===== src/rtl/chiplet_types_pkg.sv =====
// Shared flit and node-id types for the chiplet fabric.
package chiplet_types_pkg;

    localparam int unsigned TOTAL_NODES = 4;
    localparam int unsigned NODE_W      = (TOTAL_NODES > 1) ? $clog2(TOTAL_NODES) : 1;

    typedef logic [NODE_W-1:0] node_id_t;

    // Routing-relevant header fields of a head flit.
    typedef struct packed {
        node_id_t dest;
        logic     vc;
    } flit_t;

endpackage


===== src/rtl/switch_pkg.sv =====
// Switch-level sizing, route table entry type and route-compute state encoding.
package switch_pkg;

    import chiplet_types_pkg::*;

    localparam int unsigned NUM_BUFFERS  = 4;
    localparam int unsigned NUM_OUTPORTS = 5;
    localparam int unsigned TABLE_SIZE   = 8;
    localparam int unsigned PORT_W       = $clog2(NUM_OUTPORTS);
    localparam int unsigned BUF_W        = $clog2(NUM_BUFFERS);

    typedef logic [PORT_W-1:0] port_t;

    typedef struct packed {
        node_id_t dest;
        port_t    port;
    } route_lut_entry_t;

    typedef enum logic [1:0] {
        IDLE,
        WAIT,
        ROUTED
    } rc_state_e;

    function automatic node_id_t get_dest(input flit_t flit);
        return flit.dest;
    endfunction

endpackage


===== src/rtl/switch_rr_arbiter.sv =====
// Round-robin picker: lowest-index request at or after the pointer; pointer moves past each accepted grant.
module switch_rr_arbiter #(
    parameter  int unsigned N     = 4,
    localparam int unsigned IDX_W = (N > 1) ? $clog2(N) : 1
) (
    input  logic             clk,
    input  logic             n_rst,
    input  logic [N-1:0]     req,
    input  logic             advance,
    output logic             gnt_valid_c,
    output logic [IDX_W-1:0] gnt_idx_c
);

    logic [IDX_W-1:0] ptr_q;
    logic [IDX_W-1:0] ptr_d;
    int unsigned      cand;

    always_comb begin
        gnt_valid_c = 1'b0;
        gnt_idx_c   = '0;
        cand        = 0;
        for (int unsigned k = 0; k < N; k++) begin
            cand = 32'(ptr_q) + k;
            if (cand >= N) begin
                cand = cand - N;
            end
            if (!gnt_valid_c && req[IDX_W'(cand)]) begin
                gnt_valid_c = 1'b1;
                gnt_idx_c   = IDX_W'(cand);
            end
        end
    end

    always_comb begin
        ptr_d = ptr_q;
        if (advance && gnt_valid_c) begin
            ptr_d = (gnt_idx_c == IDX_W'(N - 1)) ? '0 : gnt_idx_c + IDX_W'(1);
        end
    end

    always_ff @(posedge clk or negedge n_rst) begin
        if (!n_rst) begin
            ptr_q <= '0;
        end else begin
            ptr_q <= ptr_d;
        end
    end

endmodule


===== src/rtl/switch_route_compute.sv =====
// Route computation: one shared two-cycle LUT engine serves waiting head flits round-robin;
// each buffer holds its result until the packet's tail leaves.
module switch_route_compute
    import chiplet_types_pkg::*;
    import switch_pkg::*;
(
    input  logic                    clk,
    input  logic                    n_rst,
    input  logic [NUM_BUFFERS-1:0]  head_valid,
    input  flit_t                   head_flit [NUM_BUFFERS],
    input  logic [NUM_BUFFERS-1:0]  tail_sent,
    input  route_lut_entry_t        route_lut [TABLE_SIZE],
    input  logic [NUM_OUTPORTS-1:0] dateline,
    output logic [NUM_BUFFERS-1:0]  route_valid,
    output port_t                   out_port [NUM_BUFFERS],
    output logic [NUM_BUFFERS-1:0]  out_vc,
    output logic [NUM_BUFFERS-1:0]  route_miss
);

    rc_state_e              state_q [NUM_BUFFERS];
    rc_state_e              state_d [NUM_BUFFERS];
    logic [NUM_BUFFERS-1:0] route_valid_q, route_valid_d;
    logic [NUM_BUFFERS-1:0] out_vc_q, out_vc_d;
    logic [NUM_BUFFERS-1:0] route_miss_q, route_miss_d;
    port_t                  out_port_q [NUM_BUFFERS];
    port_t                  out_port_d [NUM_BUFFERS];

    logic                   busy_q, busy_d;
    logic [BUF_W-1:0]       sel_idx_q, sel_idx_d;
    flit_t                  sel_flit_q, sel_flit_d;

    logic [NUM_BUFFERS-1:0] req_c;
    logic                   gnt_valid_c;
    logic [BUF_W-1:0]       gnt_idx_c;
    logic                   hit_c;
    port_t                  hit_port_c;
    logic                   wb_vc_c;

    // A buffer already in the compare stage must not be picked a second time.
    always_comb begin
        req_c = '0;
        for (int i = 0; i < NUM_BUFFERS; i++) begin
            req_c[i] = (state_q[i] == WAIT) && !(busy_q && (sel_idx_q == BUF_W'(i)));
        end
    end

    switch_rr_arbiter #(
        .N (NUM_BUFFERS)
    ) u_rr_arbiter (
        .clk         (clk),
        .n_rst       (n_rst),
        .req         (req_c),
        .advance     (gnt_valid_c),
        .gnt_valid_c (gnt_valid_c),
        .gnt_idx_c   (gnt_idx_c)
    );

    // Parallel compare, lowest matching entry wins; a miss ejects locally on VC 0.
    always_comb begin
        hit_c      = 1'b0;
        hit_port_c = '0;
        for (int t = 0; t < TABLE_SIZE; t++) begin
            if (!hit_c && (route_lut[t].dest == get_dest(sel_flit_q))) begin
                hit_c      = 1'b1;
                hit_port_c = route_lut[t].port;
            end
        end
        wb_vc_c = 1'b0;
        if (hit_c) begin
            wb_vc_c = sel_flit_q.vc;
            if (32'(hit_port_c) < NUM_OUTPORTS) begin
                wb_vc_c = dateline[hit_port_c] | sel_flit_q.vc;
            end
        end
    end

    always_comb begin
        state_d       = state_q;
        route_valid_d = route_valid_q;
        out_vc_d      = out_vc_q;
        route_miss_d  = route_miss_q;
        out_port_d    = out_port_q;
        busy_d        = gnt_valid_c;
        sel_idx_d     = sel_idx_q;
        sel_flit_d    = sel_flit_q;

        if (gnt_valid_c) begin
            sel_idx_d  = gnt_idx_c;
            sel_flit_d = head_flit[gnt_idx_c];
        end

        for (int i = 0; i < NUM_BUFFERS; i++) begin
            unique case (state_q[i])
                IDLE: begin
                    if (head_valid[i]) begin
                        state_d[i] = WAIT;
                    end
                end
                WAIT: begin
                    if (busy_q && (sel_idx_q == BUF_W'(i))) begin
                        state_d[i]       = ROUTED;
                        route_valid_d[i] = 1'b1;
                        out_port_d[i]    = hit_c ? hit_port_c : '0;
                        out_vc_d[i]      = wb_vc_c;
                        route_miss_d[i]  = !hit_c;
                    end
                end
                ROUTED: begin
                    if (tail_sent[i]) begin
                        state_d[i]       = IDLE;
                        route_valid_d[i] = 1'b0;
                        out_port_d[i]    = '0;
                        out_vc_d[i]      = 1'b0;
                        route_miss_d[i]  = 1'b0;
                    end
                end
                default: begin
                    state_d[i] = IDLE;
                end
            endcase
        end
    end

    always_ff @(posedge clk or negedge n_rst) begin
        if (!n_rst) begin
            for (int i = 0; i < NUM_BUFFERS; i++) begin
                state_q[i]    <= IDLE;
                out_port_q[i] <= '0;
            end
            route_valid_q <= '0;
            out_vc_q      <= '0;
            route_miss_q  <= '0;
            busy_q        <= 1'b0;
            sel_idx_q     <= '0;
            sel_flit_q    <= '0;
        end else begin
            state_q       <= state_d;
            out_port_q    <= out_port_d;
            route_valid_q <= route_valid_d;
            out_vc_q      <= out_vc_d;
            route_miss_q  <= route_miss_d;
            busy_q        <= busy_d;
            sel_idx_q     <= sel_idx_d;
            sel_flit_q    <= sel_flit_d;
        end
    end

    assign route_valid = route_valid_q;
    assign out_port    = out_port_q;
    assign out_vc      = out_vc_q;
    assign route_miss  = route_miss_q;

endmodule


===== config.mk =====
export PLATFORM = sky130hd
export DESIGN_NAME = switch_route_compute
export DESIGN_NICKNAME = d
export VERILOG_FILES = /design/src/rtl/chiplet_types_pkg.sv /design/src/rtl/switch_pkg.sv /design/src/rtl/switch_rr_arbiter.sv /design/src/rtl/switch_route_compute.sv
export SDC_FILE = /design/constraint.sdc
export NUM_CORES = 1
export LEC_CHECK = 0
export ABC_AREA = 1
export CORE_MARGIN = 4
export CORE_UTILIZATION = 36
export CTS_CLUSTER_DIAMETER = 50
export DETAILED_ROUTE_END_ITERATION = 10
export PLACE_DENSITY = 0.76
export RECOVER_POWER = 25
export SLEW_MARGIN = 25
export SYNTH_ARGS = -nofsm -noshare
export SYNTH_HDL_FRONTEND = slang
export SYNTH_SLANG_ARGS = --single-unit

===== constraint.sdc =====
create_clock -name clk -period 2.82 [get_ports clk]
set_clock_uncertainty 0.1 [all_clocks]
set_input_delay 0.564 -clock clk [delete_from_list [all_inputs] [get_ports clk]]
set_output_delay 0.564 -clock clk [all_outputs]
set_load 0.1 [all_outputs]

* Word level (Yosys, flattened, before mapping)
Index checks and enable logic that the tools add are counted.
** Cells by class
- $add $sub $neg :: 8
- Order comparisons :: 11
- Equal/unequal tests :: 32
- Mux-type cells :: 101
- Bitwise gates (word level) :: 2
- Reduce and logical (&&, ||, !) cells :: 50
** Operators by type and width (count)
- $mux W3 :: 19
- $mux W2 :: 21
- $mux W1 :: 35
- $pmux W1 S2 :: 12
- $pmux W2 S3 :: 4
- $pmux W3 S2 :: 4
- $reduce_and A3 Y1 :: 8
- $logic_and A1 B1 Y1 :: 18
- $eq A2 B2 Y1 :: 8
- $ne A2 B2 Y1 const B :: 8
- $logic_not A1 Y1 :: 15
- $eq A2 B2 Y1 const B :: 7
- $ge A3 B3 Y1 const B :: 4
- $lt A2 B3 Y1 const B :: 4
- $eq A2 B1 Y1 const B :: 5
- $logic_not A2 Y1 :: 5
- $bmux W1 S2 :: 4
- $ne A2 B1 Y1 const B :: 4
- $reduce_bool A2 Y1 :: 4
- $sub A2 B1 Y2 const B :: 4
- $add A2 B2 Y3 const B :: 2
- $bmux W3 S2 :: 1
- $lt A3 B4 Y1 const B :: 1
- $add A2 B1 Y3 const B :: 1
- other kinds (6) :: 6
** Storage, ports and cells
- Bits in registers :: 40
- Output and inout port bits :: 24

* Depth between registers and ports, before layout
- Word-level depth :: 30
- Mapped depth :: 20
- Gate-level depth less buffers :: 19

* Modules after synthesis
From an unflattened synthesis, not the netlist that was laid out.
** Second synthesis, totals
- Cells, all modules :: 403
- Area, all modules :: 2808.9 um2
** By module, submodules not included
- switch_route_compute :: instances 1, cells an instance 335, area an instance 2428.6 um2, seq. area each 950.9 um2
- switch_rr_arbiter :: instances 1, cells an instance 68, area an instance 380.4 um2, seq. area each 50.0 um2

* Worst setup path before layout
Ideal clock, no wire load.
- Kind :: input port to flip-flop
- Start :: input port route_lut[38] in the netlist's numbering
- End :: register out_vc_q[0] (netlist: out_vc[0])
- Setup time :: 0.120 ns
- Arrival time :: 2.030 ns
- Required time :: 2.600 ns
- Setup slack :: 0.570 ns
- Cell stages on the path :: 16
- Path through :: xnor2_1 -> nand2_2 -> nand2_1 -> nand2_1 -> nand2_1 -> nand2_1 -> nor2_1 -> nand3_1 -> o21ai_2 -> nand2_1 -> nand3_1 -> nand2_1 -> nand2_1 -> nand2_2 -> nand3_1 -> nand2_1
** On the way
- Word-level cells in the longest chain between the ends :: 30
- Elaborated cells on any way between the ends :: 39
- Classes of those cells :: 1 x order compare; 1 x eq/ne; 22 x mux; 1 x bitwise; 14 x reduce/logical
** Ends and longest elaborated chain
- from (decl) :: RTL line switch_route_compute.sv:12 : input route_lut_entry_t route_lut [TABLE_SIZE],
- $eq A2 B2 Y1 * :: RTL line switch_route_compute.sv:63 : if (!hit_c && (route_lut[t].dest == get_dest(sel_flit_q))) begin
- $mux W1 :: RTL line switch_route_compute.sv:63
- $logic_not A1 Y1 :: RTL line switch_route_compute.sv:63
- $logic_and A1 B1 Y1 :: RTL line switch_route_compute.sv:63
- $mux W1 :: RTL line switch_route_compute.sv:63
- $logic_not A1 Y1 :: RTL line switch_route_compute.sv:63
- $logic_and A1 B1 Y1 :: RTL line switch_route_compute.sv:63
- $mux W1 :: RTL line switch_route_compute.sv:63
- [... 14 more ...]
- $mux W3 :: RTL line switch_route_compute.sv:63
- $bmux W1 S3 :: RTL line switch_route_compute.sv:72 : wb_vc_c = dateline[hit_port_c] | sel_flit_q.vc;
- $mux W1 (not written as such) :: RTL line switch_route_compute.sv:72
- $or A1 B1 Y1 :: RTL line switch_route_compute.sv:72
- $mux W1 :: RTL line switch_route_compute.sv:71 : if (32'(hit_port_c) < NUM_OUTPORTS) begin
- $mux W1 * :: RTL line switch_route_compute.sv:69 : if (hit_c) begin
- $mux W1 * :: RTL line switch_route_compute.sv:100 : if (busy_q && (sel_idx_q == BUF_W'(i))) begin
- $pmux W1 S2 * :: RTL line switch_route_compute.sv:93 : unique case (state_q[i])
- to (signal assigned) :: RTL line switch_route_compute.sv:140 : out_vc_q <= out_vc_d;
- to (decl) :: RTL line switch_route_compute.sv:23 : logic [NUM_BUFFERS-1:0] out_vc_q, out_vc_d;
Every way passes the cells marked *; elsewhere a longest branch is shown, timed or not. The select of a mux whose other input is x is not followed.
A chain may end at the register's enable or synchronous reset.

* Final worst setup path
- Start :: input port route_lut[39] in the netlist's numbering
- End :: register out_vc_q[3] (netlist: out_vc[3])
Same word-level chain as after synthesis.

==> impl_metrics.csv <==
group,metric,value,unit
outcome,outcome,"finished with violations",
outcome,violations,"max-capacitance violations, max-slew violations",
global_routing,grt_overflow,0,
cts,insertion_delay,0.29,ns
cts,post_cts_buffers,0,
sta,setup_violations,0,
layout,fin_nets,532,
worst_hold_path,hold_start,"route_miss[3]$_DFFE_PN0P_",
global_routing,met3_usage,3.36,%
sta,slew_violations,41,
layout,nFillCells,669,
synthesis,synth.avg_cell_area,6.98,µm²
cts,clkSlewWorstSetupHoldPaths,0.08,ns
sta,grt_setup_unrepaired,"no",
routing,ant_nets,0,
layout,layout_common_cells,"nand2_1 (125), clkdlybuf4s50_1 (64), inv_1 (46)",
critical_path,cp_slowest_cell,"clkdlybuf4s50_1",
synthesis,yosys.area.top_type,"dfrtp_1",
floorplan,dieArea,0.00851,mm²
cts,clock_sinks,40,
worst_hold_path,hp-class,"reg -> reg",
routing,routed_wl,6770,µm
global_routing,busiest_layer,"met2",
sta,period_minus_slack,2.51,ns
synthesis,ys_top_cells_by_area,"dfrtp_1 (39%), nand2_1 (18%), inv_1 (6.8%)",
sta,slew_headroom,-37.2,%
global_routing,grt_pass1_vias,2609,
global_routing,grt_usage,16.6,%
global_routing,globalRouteMet2Util,30.9,%
cts,cts_tree,"done",
sta,hold_ws,0.387,ns
synthesis,yosys.cell_types.count,32,
synthesis,netlist.area_leader.share,39.2,%
layout,layout_commonest_cell,"nand2_1",
routing,drtPass1Iterations,4,
critical_path,r2r-end,"sel_flit_q[1]$_DFFE_PN0P_",
cts,cts-root-buf,"clkbuf_8",
cts,clock_path_buffers,2,
synthesis,synthesis.nets,434,
sta,tns,0,ns
synthesis,synth-seq-cells,40,
critical_path,required,2.91,ns
critical_path,cp_common_cell,"nand2_1",
critical_path,path_cells,"clkdlybuf4s50_1 > inv_1 > nand2_1 > nand2_1 > nand2_2 > nand4_4 > nor2_1 > nand2_1 > nand3_1 > inv_1 > nand2_1 > nand3_1 > nand3_1 > nand2_1 > nand2_1 > nand2_2 > nand3_1 > nand2_1",
floorplan,core_area,0.00683,mm²
synthesis,ys_warn_count,0,
routing,drt-initial-drc-count,136,
global_routing,met1_usage,19.6,%
cts,htreeDepth,2,
critical_path,worstReg2RegStart,"sel_idx_q[1]$_DFFE_PN0P_",
floorplan,rows,30,
global_routing,grt_start_max_net_pins,41,
sta,hold_viol,0,
sta,fmax,398,MHz
critical_path,cp-end-kind,"flip-flop",
global_routing,grt_antenna_before_repair,0,
global_routing,grt_pass1_wl,11500,µm
placed_design,dp_hpwl,5630,µm
routing,num_vias,2625,
job,drv_cap,1,
synthesis,synth_area,0.00256,mm²
critical_path,startpoint_type,"input pin",
cts,numCtsBuffers,5,
cts,cts_hold_buf,0,
routing,wire_per_inst,12.1,µm
layout,area_delta_synth_final,42.8,%
layout,diodes,0,
placed_design,routabilityCongestion,0.910,
critical_path,reg2regPathDepth,15,
critical_path,worstSetupPathType,"in -> reg",
floorplan,fp.dieH,92.3,µm
critical_path,arrival,2.60,ns
placed_design,io_buffers,90,
routing,vias_per_cell,4.68,
worst_hold_path,holdPathStages,2,
routing,drc,0,
synthesis,seq_area_frac_synth,39.2,%
floorplan,initial_utilization,37.4,%
floorplan,io_pins,91,
floorplan,die_w,92.3,µm
critical_path,cp_slowest_stage_delay,0.48,ns
sta,final.period_utilization,89.0,%
worst_hold_path,whs_endpoint,"route_miss[3]$_DFFE_PN0P_",
critical_path,worstPathMaxFanout,9,
critical_path,rrSetupSlack,0.38,ns
sta,tightest_slew,2.06,ns
layout,drive_above_1_share,14.4,%
synthesis,syn_inst,366,
## through the flow
stage          instances  setup WS (ns)  instance area [µm²]  util, %
2_1_floorplan        366          0.570                 2560        -
3_3_place_gp         553         0.0385                 3520     51.5
3_5_place_dp         553         -0.106                 3520     51.5
4_1_cts              561          0.222                 3640     53.2
5_1_grt              561         0.0200                 3650     53.4
6_report             561          0.310                 3650     53.4
## cells by family after synthesis
| logic type | share of synthesized area (%) |
|---|---|
| adders and majority gates | 0.489 |
| and+or+nand+nor | 39.2 |
| AOI/OAI and AO/OA | 10.9 |
| DFF | 39.2 |
| xor gates and xnor gates | 1.71 |
| buffers and inverters | 8.22 |
| muxes | 0.392 |
## how the worst max path moves through the flow
stage,start,to,cells past startpoint
final,route_lut[39],out_vc[3]$_DFFE_PN0P_,18
after global placement,route_lut[38],out_vc[1]$_DFFE_PN0P_,17
after floorplan,route_lut[38],out_vc[0]$_DFFE_PN0P_,16
after detailed placement,route_lut[38],out_vc[3]$_DFFE_PN0P_,17
after CTS,route_lut[38],out_vc[2]$_DFFE_PN0P_,17
after global routing,route_lut[39],out_vc[0]$_DFFE_PN0P_,18
## state kept, by name (all words and copies together) (netlist names)
signal and flops:
sel_flit_q 3, busy_q 1, state_q 8, route_valid 4, route_miss 4, out_vc 4, sel_idx_q 2, out_port 12
u_rr_arbiter.ptr_q 2
## routing by layer
| layer | share of wire, % | up-vias |
|---|---|---|
| met5 | 0 | - |
| met2 | 52 | 58 |
| li1 | - | 1367 |
| met1 | 42 | 1193 |
| met4 | 0.95 | 0 |
| met3 | 4.5 | 7 |
## repair_timing
action	in CTS	in global routing
endpoints found under the hold margin	0	0
gates resized for setup	0	5
endpoints found under the setup margin	0	9
## synthesized netlist by cell type, drive strengths merged
library cell	instances
mux2i	1
buf	2
o22ai	2
nand3b	1
dfrtp	40
o211ai	10
or2	11
o21bai	1
xor2	1
o21ai	30
and3	1
inv	51
nand4	7
xnor2	4
nor2	33
nand3	34
nor3	1
ha	1
nand2	130
a21oi	5
## cell type report
cell class | count | area (µm²) | area share [%]
tap | 96 | 120 | 3.29
clock inverter | 2 | 38.8 | 1.06
timing repair buffer | 93 | 857 | 23.5
multi-input combinational | 273 | 1360 | 37.2
sequential | 40 | 1000 | 27.5
inverter | 51 | 191 | 5.24
clock buffer | 6 | 82.6 | 2.26
## critical path, delay by kind of cell
family,cells,cell delay (ns)
and+or+nand+nor,15,1.46
buffers and inverters,3,0.57
Power is left out: the tool's default activity adds up to more than one toggle a clock period on the data nets, which glitch-free logic cannot reach.
